<file path="config.mk">
export PLATFORM = sky130hd
export DESIGN_NAME = fetch_miss_ctrl
export DESIGN_NICKNAME = d
export VERILOG_FILES = /design/src/rtl/fetch_miss_ctrl.sv
export SDC_FILE = /design/constraint.sdc
export NUM_CORES = 1
export LEC_CHECK = 0
export ABC_AREA = 1
export CORE_MARGIN = 3
export CORE_UTILIZATION = 57
export CTS_CLUSTER_SIZE = 10
export DETAILED_ROUTE_END_ITERATION = 16
export DONT_BUFFER_PORTS = 1
export PLACE_DENSITY = 0.72
export SYNTH_ARGS = -nofsm -noshare
export SYNTH_HDL_FRONTEND = slang
export SYNTH_SLANG_ARGS = --single-unit
</file>
<file path="constraint.sdc">
create_clock -name Clk -period 2.6 [get_ports Clk]
set_input_delay 0.52 -clock Clk [delete_from_list [all_inputs] [get_ports Clk]]
set_output_delay 0.52 -clock Clk [all_outputs]
set_load 0.02 [all_outputs]
</file>
<file path="src/rtl/fetch_miss_ctrl.sv">
// Instruction-fetch miss controller: stalls fetch on an I-cache miss, refills one line
// word by word, and defers branch redirects until the fill is done. Optional MISS_COUNTER_EN.
module fetch_miss_ctrl #(
    parameter int LINE_WORDS = 4
) (
    input  logic                          Clk,
    input  logic                          Rst,
    input  logic [31:0]                   pcIn,
    input  logic                          hit,
    input  logic                          PCSrc,
    input  logic [31:0]                   branchTarget,
    input  logic                          memAck,
    input  logic [31:0]                   memData,
    output logic                          stall,
    output logic                          flush,
    output logic                          redirect,
    output logic [31:0]                   redirectPc,
    output logic                          memReq,
    output logic [31:0]                   memAddr,
    output logic                          fillEn,
    output logic [$clog2(LINE_WORDS)-1:0] fillIdx,
    output logic [31:0]                   fillData,
    output logic [15:0]                   missCount
);

    // state | meaning
    // IDLE  | normal fetch; a miss latches the line base, a redirect passes straight through
    // REQ   | one-cycle refill request, word counter cleared
    // FILL  | collecting LINE_WORDS acked words; redirects are parked in pend_redir/pend_target
    // DONE  | one-cycle tail; releases any parked redirect, then back to IDLE

    localparam int IW = $clog2(LINE_WORDS);
    localparam logic [IW-1:0] LAST_WORD = IW'(LINE_WORDS - 1);
    localparam logic [31:0]   OFF_MASK  = 32'(LINE_WORDS * 4 - 1);

    typedef enum logic [1:0] {IDLE, REQ, FILL, DONE} state_t;

    state_t          state, state_nx;
    logic [IW-1:0]   word_cnt, word_cnt_nx;
    logic [31:0]     line_base, line_base_nx;
    logic            pend_redir, pend_redir_nx;
    logic [31:0]     pend_target, pend_target_nx;
    logic [31:0]     word_addr;

    assign word_addr = line_base + 32'({word_cnt, 2'b00});

    always_ff @(posedge Clk) begin
        if (Rst) begin
            state       <= IDLE;
            word_cnt    <= '0;
            line_base   <= '0;
            pend_redir  <= 1'b0;
            pend_target <= '0;
        end else begin
            state       <= state_nx;
            word_cnt    <= word_cnt_nx;
            line_base   <= line_base_nx;
            pend_redir  <= pend_redir_nx;
            pend_target <= pend_target_nx;
        end
    end

    always_comb begin
        state_nx       = state;
        word_cnt_nx    = word_cnt;
        line_base_nx   = line_base;
        pend_redir_nx  = pend_redir;
        pend_target_nx = pend_target;
        stall          = 1'b0;
        flush          = 1'b0;
        redirect       = 1'b0;
        redirectPc     = '0;
        memReq         = 1'b0;
        memAddr        = '0;
        fillEn         = 1'b0;
        fillIdx        = '0;
        fillData       = memData;

        case (state)
            IDLE: begin
                if (PCSrc) begin
                    redirect   = 1'b1;
                    flush      = 1'b1;
                    redirectPc = branchTarget;
                end else if (!hit) begin
                    stall        = 1'b1;
                    line_base_nx = pcIn & ~OFF_MASK;
                    word_cnt_nx  = '0;
                    state_nx     = REQ;
                end
            end
            REQ: begin
                stall       = 1'b1;
                memReq      = 1'b1;
                memAddr     = word_addr;
                word_cnt_nx = '0;
                state_nx    = FILL;
                if (PCSrc) begin
                    pend_redir_nx  = 1'b1;
                    pend_target_nx = branchTarget;
                end
            end
            FILL: begin
                stall   = 1'b1;
                memReq  = 1'b1;
                memAddr = word_addr;
                if (memAck) begin
                    fillEn      = 1'b1;
                    fillIdx     = word_cnt;
                    // wraps to zero on the last word, ready for the next miss
                    word_cnt_nx = word_cnt + IW'(1);
                    if (word_cnt == LAST_WORD) state_nx = DONE;
                end
                if (PCSrc) begin
                    pend_redir_nx  = 1'b1;
                    pend_target_nx = branchTarget;
                end
            end
            DONE: begin
                if (PCSrc) begin
                    redirect   = 1'b1;
                    flush      = 1'b1;
                    redirectPc = branchTarget;
                end else if (pend_redir) begin
                    redirect   = 1'b1;
                    flush      = 1'b1;
                    redirectPc = pend_target;
                end
                pend_redir_nx = 1'b0;
                state_nx      = IDLE;
            end
            default: state_nx = IDLE;
        endcase

        // reset silences every output in the same cycle
        if (Rst) begin
            stall      = 1'b0;
            flush      = 1'b0;
            redirect   = 1'b0;
            redirectPc = '0;
            memReq     = 1'b0;
            memAddr    = '0;
            fillEn     = 1'b0;
            fillIdx    = '0;
            fillData   = '0;
        end
    end

`ifdef MISS_COUNTER_EN
    logic [15:0] miss_cnt;
    logic        start_miss;

    assign start_miss = (state == IDLE) && !PCSrc && !hit;

    always_ff @(posedge Clk) begin
        if (Rst)
            miss_cnt <= '0;
        else if (start_miss && (miss_cnt != 16'hFFFF))
            miss_cnt <= miss_cnt + 16'd1;
    end

    assign missCount = Rst ? 16'd0 : miss_cnt;
`else
    assign missCount = 16'd0;
`endif

endmodule

</file>
==> impl_metrics.csv, run 1 <==
group,metric,value,unit
die,placementRows,28,
detailed_routing,remaining_drc_errors,0,
logic_synthesis,yosysUniqueCellTypes,24,
layout,diodes,0,
clock_tree,clk_transition_reported_paths,0.07,ns
clock_tree,h_tree_levels,3,
timing,finalClockSkew,0.00483,ns
placement,dp.final_hpwl,6.65,mm
timing,final_setup_violation_count,0,
clock_tree,clk-insertion-delay-late,0.33,ns
placement,port_buffers,0,
die,boundary_pins,220,
timing,clock.fmax,419,MHz
detailed_routing,antenna_left,0,
layout,postLayoutCellArea,3930,µm²
detailed_routing,detail_route.first_pass.iterations,5,
logic_synthesis,combinational_family_with_the_most_area_after_synthesis,"simple AND/OR/NAND/NOR gates",
detailed_routing,avgViaCountPerCell,5.51,
min_path,min-delay-path-class,"in -> reg",
detailed_routing,route.vias.total,3581,
die,chipHeight,85.6,µm
logic_synthesis,avgSynthCellArea,6.47,µm²
global_route,number_of_global_route_vias_before_repair,3156,
logic_synthesis,synth-compound-area-share,16.1,%
logic_synthesis,synth_top_area_cell,"dfxtp_1",
timing,grt_setup_unrepaired,"no",
clock_tree,cts_post_setup_buffers_inserted,0,
clock_tree,holdBufCountCts,0,
clock_tree,cts_tree,"yes",
setup_path,critical_path_class,"reg -> out",
setup_path,timing.rr.end,"pend_redir$_SDFFE_PP0P_",
detailed_routing,route.detailed.wl_per_inst,14.9,µm
die,die_w,85.6,µm
global_route,largest_net_degree_at_the_start_of_global_routing,98,
timing,timing.final.crit_period,2.39,ns
setup_path,register_to_register_path_setup_slack,0.46,ns
logic_synthesis,netlist_top_cells_area,"dfxtp_1 36%, nor2_1 17%, nand2_1 8.0%, a22oi_1 6.7%, buf_4 5.2%",
clock_tree,cts.root.buffer_cell,"clkbuf_8",
detailed_routing,initialDrtViolationCount,270,
setup_path,rr_worst_depth,7,
timing,final.setup.worst_slack,0.211,ns
setup_path,timing.critical_path.required,2.08,ns
placement,gp_congestion,0.810,
setup_path,start_kind,"flop",
logic_synthesis,synth-adder-area-share,1.73,%
pwr,power_density,939,nW/µm²
min_path,worstHoldStart,"Rst",
layout,layout-drive-gt1-share,11.8,%
layout,final_core_density,65.2,%
pwr,power_leakage,1.77,nW
placement,post_dp_cell_area,3760,µm²
clock_tree,cts_sinks,65,
logic_synthesis,synth-edff-count,0,
global_route,grt_pass1_wl,15.1,mm
pwr,peak_supply_drop,0.510,mV
clock_tree,cts_buffer_depth,2,
logic_synthesis,synthMostInstantiatedCell,"nor2_1",
timing,count_of_final_hold_check_violations,0,
placement,dp_cells,636,
logic_synthesis,synth_common_cells,"162 x nor2_1, 77 x nand2_1, 65 x dfxtp_1",
die,initial_utilization,59.9,%
setup_path,critical_path.startpoint,"state[1]$_SDFFE_PP0P_",
timing,finalCritPeriodShare,91.9,%
timing,final.setup.tns,0,ns
logic_synthesis,synth_simple_gate_area_share,30.8,%
global_route,track_usage,25.3,%
die,floorplan.core_area,6030,µm²
clock_tree,cts-buffers-inserted,9,
global_route,global_route.usage.met3,6.05,%
detailed_routing,drt_wl_total,9.68,mm
job,max_cap_viol_count,0,
die,die_area,7330,µm²
logic_synthesis,yosys_register_bits,65,
layout,net_count_of_the_finished_layout,678,
setup_path,worst_setup_path_end_kind,"output pin",
logic_synthesis,synthesis.area,3610,µm²
setup_path,crit-reg2reg-launch,"state[1]$_SDFFE_PP0P_",
logic_synthesis,synthesized_area_fraction_occupied_by_xor_and_xnor_cells,0,%
global_route,grtUsageMet2,41.0,%
status,status,"finished clean",
logic_synthesis,synth-seq-area-share,36.0,%
setup_path,cp_data_arrival_time,1.87,ns
global_route,globalRouteOverflowTotal,0,
logic_synthesis,postSynth.topFlopCell,"dfxtp_1",
setup_path,endpoint,"memAddr[13]",
layout,layoutNonFillerInstCount,650,
logic_synthesis,yosys-mux-area-fraction,0,%
setup_path,timing.critical_path.fanout_max,29,
logic_synthesis,yosysWarningCount,0,
placement,place_ws,0.341,ns
logic_synthesis,asyncSetResetFlopFracSynth,0,%
timing,worst_hold_slack,0.266,ns
global_route,antenna_found_initial,0,
global_route,global_route.usage.met1,33.0,%
global_route,grt-busiest-layer,"met2",
timing,drv_slew,0,
clock_tree,post_cts_resized,0,
logic_synthesis,share_of_yosys_cell_area_claimed_by_the_top_area_cell_type,36.0,%
pwr,finalPower,3.69,mW
logic_synthesis,syn_inst,558,
layout,syn2layout_area_growth,8.84,%
## worst max-delay path: stages (launching register included)
cell	delay, ns
dfxtp_1	0.38
inv_1	0.09
ha_2	0.33
buf_4	0.29
nand2_1	0.10
nor2_1	0.35
## state kept, by name (all words and copies together), names as in the netlist
register     flops
line_base       28
pend_redir       1
pend_target     32
state            2
word_cnt         2
## worst min-delay path by stage
stage	end	cells after the start
2_1_floorplan	pend_target[10]$_SDFFE_PP0P_	2
3_3_place_gp	pend_target[5]$_SDFFE_PP0P_	2
3_5_place_dp	pend_target[6]$_SDFFE_PP0P_	2
4_1_cts	pend_target[26]$_SDFFE_PP0P_	1
5_1_grt	pend_target[26]$_SDFFE_PP0P_	1
6_report	pend_target[26]$_SDFFE_PP0P_	1
## layer usage
metal,routed length [µm],up-vias
met5,0,-
met3,900,13
met4,128,0
met2,4670,180
met1,3980,1632
li1,-,1756
## cells by family (layout without fill, tap and decap cells)
logic type | after synthesis | in the layout
other | 1 | 18
adder cells (fa/ha/maj) | 5 | 5
AND/OR/NAND/NOR | 280 | 280
buffers and inverters | 108 | 108
AO/OA/AOI/OAI | 99 | 99
flip-flops | 65 | 65
## power breakdown
part	internal, mW	leakage [nW]	switching [mW]
Sequential	1.21	0.532	0.112
Clock	0.384	0.0871	0.360
Combinational	0.487	1.15	1.13
## layout by cell type, fill, tap and decap left out, types with 11 or more instances in the layout
cell | Yosys | final
a21oi_1 | 36 | 36
conb_1 | 1 | 18
clkbuf_8 | 0 | 11
nand2_1 | 77 | 77
dfxtp_1 | 65 | 65
nor2_1 | 162 | 161
buf_4 | 25 | 47
a22oi_1 | 32 | 32
o21ai_0 | 22 | 22
nand3_1 | 35 | 35
inv_1 | 43 | 43
## layout make-up
class	count	area (µm²)
Multi-Input combinational cell	402	1830
Timing Repair Buffer	48	364
Tap cell	75	93.8
Fill cell	559	2100
Clock buffer	11	151
Clock inverter	3	17.5
Sequential cell	65	1300
Inverter	46	173
No activity file was read; power rests on OpenSTA's default activity.
==> run 2: changes to the inputs <==
--- a/config.mk
+++ b/config.mk
@@ -6,12 +6,14 @@
 export NUM_CORES = 1
 export LEC_CHECK = 0
 export ABC_AREA = 1
+export CELL_PAD_IN_SITES_DETAIL_PLACEMENT = 0
+export CELL_PAD_IN_SITES_GLOBAL_PLACEMENT = 2
 export CORE_MARGIN = 3
-export CORE_UTILIZATION = 57
+export CORE_UTILIZATION = 33
 export CTS_CLUSTER_SIZE = 10
 export DETAILED_ROUTE_END_ITERATION = 16
 export DONT_BUFFER_PORTS = 1
-export PLACE_DENSITY = 0.72
+export PLACE_DENSITY_LB_ADDON = 0.1
 export SYNTH_ARGS = -nofsm -noshare
 export SYNTH_HDL_FRONTEND = slang
 export SYNTH_SLANG_ARGS = --single-unit
==> run 2 against run 1 <==
Against the previous run: register-to-register slack better by 0.30 ns; critical path type unchanged; wire length up 6.9%; critical endpoint is now redirect; combinational power up 2%; sequential cell count unchanged; non-clock buffer count unchanged; via count down 3.4%; largest power group unchanged; total power up 1.2%; utilization down 27 points; highest routed layer unchanged; die area up 67%; sequential power about the same; final area up 2.1%.
==> impl_metrics.csv, run 2 (same netlist as run 1, synthesis figures left out) <==
group,metric,value,unit
detailed_routing,initialDrtViolationCount,295,
layout,diodes,0,
clock_tree,clk-insertion-delay-late,0.35,ns
clock_tree,cts-buffers-inserted,9,
detailed_routing,route.vias.total,3461,
detailed_routing,drt_wl_total,10.4,mm
die,boundary_pins,220,
global_route,largest_net_degree_at_the_start_of_global_routing,98,
die,chipHeight,111,µm
die,floorplan.core_area,10500,µm²
placement,port_buffers,0,
layout,layout_common_cells,"161 x nor2_1, 77 x nand2_1, 65 x dfxtp_1",
layout,regMostFlops,"pend_target",
die,die_area,12200,µm²
detailed_routing,avgViaCountPerCell,4.85,
job,max_cap_viol_count,0,
clock_tree,cts_buffer_depth,2,
setup_path,start_kind,"flop",
layout,mostFrequentLayoutCell,"nor2_1",
timing,worstMarginPinSlew,0.530,ns
clock_tree,cts.root.buffer_cell,"clkbuf_8",
die,initial_utilization,34.5,%
timing,clock.fmax,407,MHz
pwr,power_leakage,1.77,nW
global_route,grt_pass1_wl,16.8,mm
global_route,number_of_global_route_vias_before_repair,3366,
timing,final.setup.tns,0,ns
setup_path,timing.critical_path.fanout_max,32,
layout,top_regs,"pend_target: 32 flops, line_base: 28 flops",
timing,timing.final.crit_period,2.46,ns
global_route,globalRouteOverflowTotal,0,
layout,syn2layout_area_growth,11.1,%
status,status,"finished clean",
clock_tree,cts_sinks,65,
detailed_routing,detail_route.first_pass.iterations,4,
timing,drv_slew,0,
layout,largest_register_ffs,32,
die,placementRows,37,
timing,finalClockSkew,0.0123,ns
clock_tree,cts_tree,"yes",
pwr,power_density,931,nW/µm²
placement,dp.final_hpwl,6.81,mm
clock_tree,clk_transition_reported_paths,0.07,ns
clock_tree,h_tree_levels,3,
pwr,peak_supply_drop,0.594,mV
timing,finalCritPeriodShare,94.5,%
global_route,track_usage,16.3,%
layout,layout-drive-gt1-share,12.1,%
timing,final.setup.worst_slack,0.143,ns
placement,gp_congestion,0.680,
detailed_routing,route.detailed.wl_per_inst,14.5,µm
min_path,min-delay-path-class,"in -> reg",
detailed_routing,remaining_drc_errors,0,
setup_path,timing.critical_path.required,2.08,ns
setup_path,worst_setup_path_end_kind,"output pin",
die,die_w,111,µm
detailed_routing,antenna_left,0,
layout,net_count_of_the_finished_layout,678,
setup_path,critical_path_class,"reg -> out",
timing,max-slew-margin-rel,64.6,%
timing,grt_setup_unrepaired,"no",
global_route,antenna_found_initial,0,
clock_tree,cts_post_setup_buffers_inserted,0,
timing,final_setup_violation_count,0,
placement,place_ws,0.436,ns
timing,count_of_final_hold_check_violations,0,
setup_path,cp_data_arrival_time,1.94,ns
-- run 2: critical path, stage by stage (launching register included) --
cell     delay, ns
dfxtp_1       0.36
inv_1         0.09
ha_2          0.29
inv_1         0.17
nand3_2       0.10
buf_6         0.20
a21oi_1       0.17
buf_4         0.21
-- run 2: metrics by stage --
stage / power [mW] / hold slack, ns / instances / instance area, µm² / util [%]
after floorplan: 2.64 / 0.440 / 575 / 3670 / -
after global routing: 4.06 / 0.221 / 713 / 4010 / 38.4
after CTS: 3.78 / 0.228 / 713 / 4010 / 38.3
final: 3.73 / 0.261 / 713 / 4010 / 38.4
after global placement: 2.99 / 0.441 / 697 / 3830 / 36.6
after detailed placement: 3.00 / 0.446 / 697 / 3830 / 36.6
-- run 2: cell type report --
class                           count  area [µm²]
Fill cell                        1158        6450
Multi-Input combinational cell    402        1830
Sequential cell                    65        1300
Timing Repair Buffer               48         368
Inverter                           46         173
Tap cell                          136         170
Clock buffer                        9         124
Clock inverter                      7        47.5
-- run 2: worst paths after layout --
check	from	end	slack, ns	depth (start not counted)
max reg2reg	state[1]$_SDFFE_PP0P_	pend_target[15]$_SDFFE_PP0P_	0.76	7
max	state[0]$_SDFFE_PP0P_	redirect	0.14	7
min	Rst	pend_target[6]$_SDFFE_PP0P_	0.26	1
min reg2reg	pend_target[1]$_SDFFE_PP0P_	pend_target[1]$_SDFFE_PP0P_	0.46	2
-- run 2: per-layer routing --
| metal | GRT usage [%] | vias up | part of all wire, % |
|---|---|---|---|
| li1 | - | 1761 | - |
| met4 | 4.19 | 0 | 1.7 |
| met2 | 27.6 | 120 | 49 |
| met3 | 5.92 | 13 | 7.7 |
| met1 | 19.6 | 1567 | 42 |
| met5 | 0 | - | 0 |
-- run 2: power breakdown --
group	leakage [nW]	total (mW)	switching, mW	internal (mW)
clock	0.0850	0.758	0.415	0.343
combinational	1.15	1.66	1.16	0.496
sequential	0.532	1.32	0.110	1.21
-- run 2: what timing repair did --
item                       in CTS  in global routing
gates resized for setup         0                  2
hold buffers                    0                  0
setup endpoints to repair       0                 56
==> RTL edit, RTL diff (flow settings as in run 2) <==
Change the parameter `LINE_WORDS` from 4 to 2.
--- a/src/rtl/fetch_miss_ctrl.sv
+++ b/src/rtl/fetch_miss_ctrl.sv
@@ -2,5 +2,5 @@
 // word by word, and defers branch redirects until the fill is done. Optional MISS_COUNTER_EN.
 module fetch_miss_ctrl #(
-    parameter int LINE_WORDS = 4
+    parameter int LINE_WORDS = 2
 ) (
     input  logic                          Clk,
Interface: changed (resized fillIdx); port bits go from 220 to 219. No check against the original RTL was run, so the function may have changed too.
==> RTL edit against run 2 <==
- first-iteration DRC count up 1.4%
- area after synthesis down 2.0%
- sequential cell count unchanged
- clock skew about the same
- final area down 1.1%
- wire length down 3.3%
- synthesized cell count down 1.1%
- worst setup slack better by 0.087 ns
- die area down 1.9%
- clock power down 2%
- global-route usage down 0.34 points
- power down 4.4%
- largest cell class unchanged
==> RTL edit: results (changes against run 2) <==
Synthesis
  – Unique masters post-synth: 18 (-25%)
  – Avg Inst Size Synth: 6.408 um^2 (-0.98%)
  – Top post-synthesis cells by area: dfxtp_1 (37%), nor2_1 (17%), nand2_1 (8.0%)
  – Synth top cells by count: nor2_1 (161), nand2_1 (75), dfxtp_1 (65), inv_1 (44), a21oi_1 (38)
  – Sequential-to-total area share from yosys stat: 36.79% (+0.75 points)

Placed design
  – DP Cell Count: 691 (-0.86%)
  – Post-DP Area: 0.003790 mm^2 (-1.1%)
  – Post-Place Worst Slack: 0.4288 ns (-0.007034 ns)
  – Post-DP HPWL: 6649 um (-2.4%)
  – Routability congestion estimate: 0.6950 (+2.2%)

STA
  – Setup Skew: 0.01224 ns (-0.00003210 ns)
  – Least-Margin Pin Slew: 0.9639 ns (+0.4339 ns)
  – Final period demand of the worst path: 2.370 ns (-0.08715 ns)
  – Hold WS: 0.2623 ns (+0.001186 ns)

Setup path
  – Worst R2R Start: state[0]$_SDFFE_PP0P_
  – R2R Path End: line_base[13]$_SDFFE_PP0P_
  – Reg2reg setup slack: 0.83 ns (+0.07 ns)
  – CP peak stage delay: 0.37 ns
  – Reg2Reg Depth: 6 (-1)
  – Critical path's slowest cell: dfxtp_1
  – Crit-path leading delay family: simple AND/OR/NAND/NOR gates
  – WP data arrival: 1.85 ns (-0.09 ns)
  – Critical-path maximum fanout: 24 (-25%)
  – CP Capture Point: memAddr[24]
  – CP startpoint: state[1]$_SDFFE_PP0P_

Global routing
  – Vias in the first global route: 3,006 (-11%)
  – First-pass GRT wire length: 15,100 um (-10%)
  – GR Util met3: 5.109% (-0.81 points)
  – Met2 Use GR: 26.81% (-0.82 points)
  – Pin count of the biggest net entering global routing: 100 (+2.0%)
  – Initial antenna violation count: 0 (unchanged)
  – Grt met1 use: 19.51% (-0.13 points)
  – GRT Total Usage: 16.00% (-0.34 points)

Power and ir drop
  – Leakage: 1.688 nW (-4.7%)
  – Peak supply drop: 0.0002820 V (-53%)

Route
  – WL met2: 4868 um (-3.5%)
  – TritonRoute pass-1 iters: 5 (+1)
  – Initial drt markers: 299 (+1.4%)
  – Routed len/inst: 14.18 um (-2.4%)
  – Via count: 3,425 (-1.0%)
  – Total wire length: 10,010 um (-3.3%)
  – Met3 routed WL: 891 um (+13%)
  – Routed met1 length: 4104 um (-5.4%)

Cells and area
  – Biggest regs: pend_target: 32 flops, line_base: 29 flops, state: 2 flops
  – Nets: 671 (-1.0%)
  – Layout cell share with drive strength beyond 1: 11.23% (-0.90 points)
  – Fillers: 1,171 (+1.1%)

Outcome
  – Outcome: finished, final reports clean

Clocking
  – Root Driver: clkbuf_8
  – Worst-Skew Late Latency: 0.33 ns (-0.02 ns)

Hold path
  – Worst hold path endpoint: pend_target[27]$_SDFFE_PP0P_
## RTL edit: power by group
| group | total [mW] | switching, mW | internal (mW) |
|---|---|---|---|
| Sequential | 1.30 | 0.102 | 1.20 |
| Clock | 0.740 | 0.375 | 0.364 |
| Combinational | 1.53 | 1.04 | 0.489 |
| Total | 3.57 | 1.52 | 2.05 |
## RTL edit: cell families (layout without fill, tap and decap cells)
| logic type | after synthesis | after routing | share of synthesized area, % |
|---|---|---|---|
| buffers and inverters | 106 | 107 | 14.47 |
| AOI/OAI and AO/OA | 101 | 101 | 16.63 |
| DFF | 65 | 65 | 36.79 |
| and+or+nand+nor | 275 | 275 | 30.60 |
| other | 1 | 18 | 0.1060 |
| adders and majority gates | 4 | 4 | 1.415 |
## RTL edit: layout make-up
cell class	instances	area [um^2]	share of cell area [%]
timing repair buffer	48	364.1	9.174
tap	136	170.2	4.288
multi-input combinational	398	1805	45.49
inverter	44	165.2	4.161
clock inverter	3	17.52	0.4414
sequential	65	1301	32.79
clock buffer	12	145.1	3.657
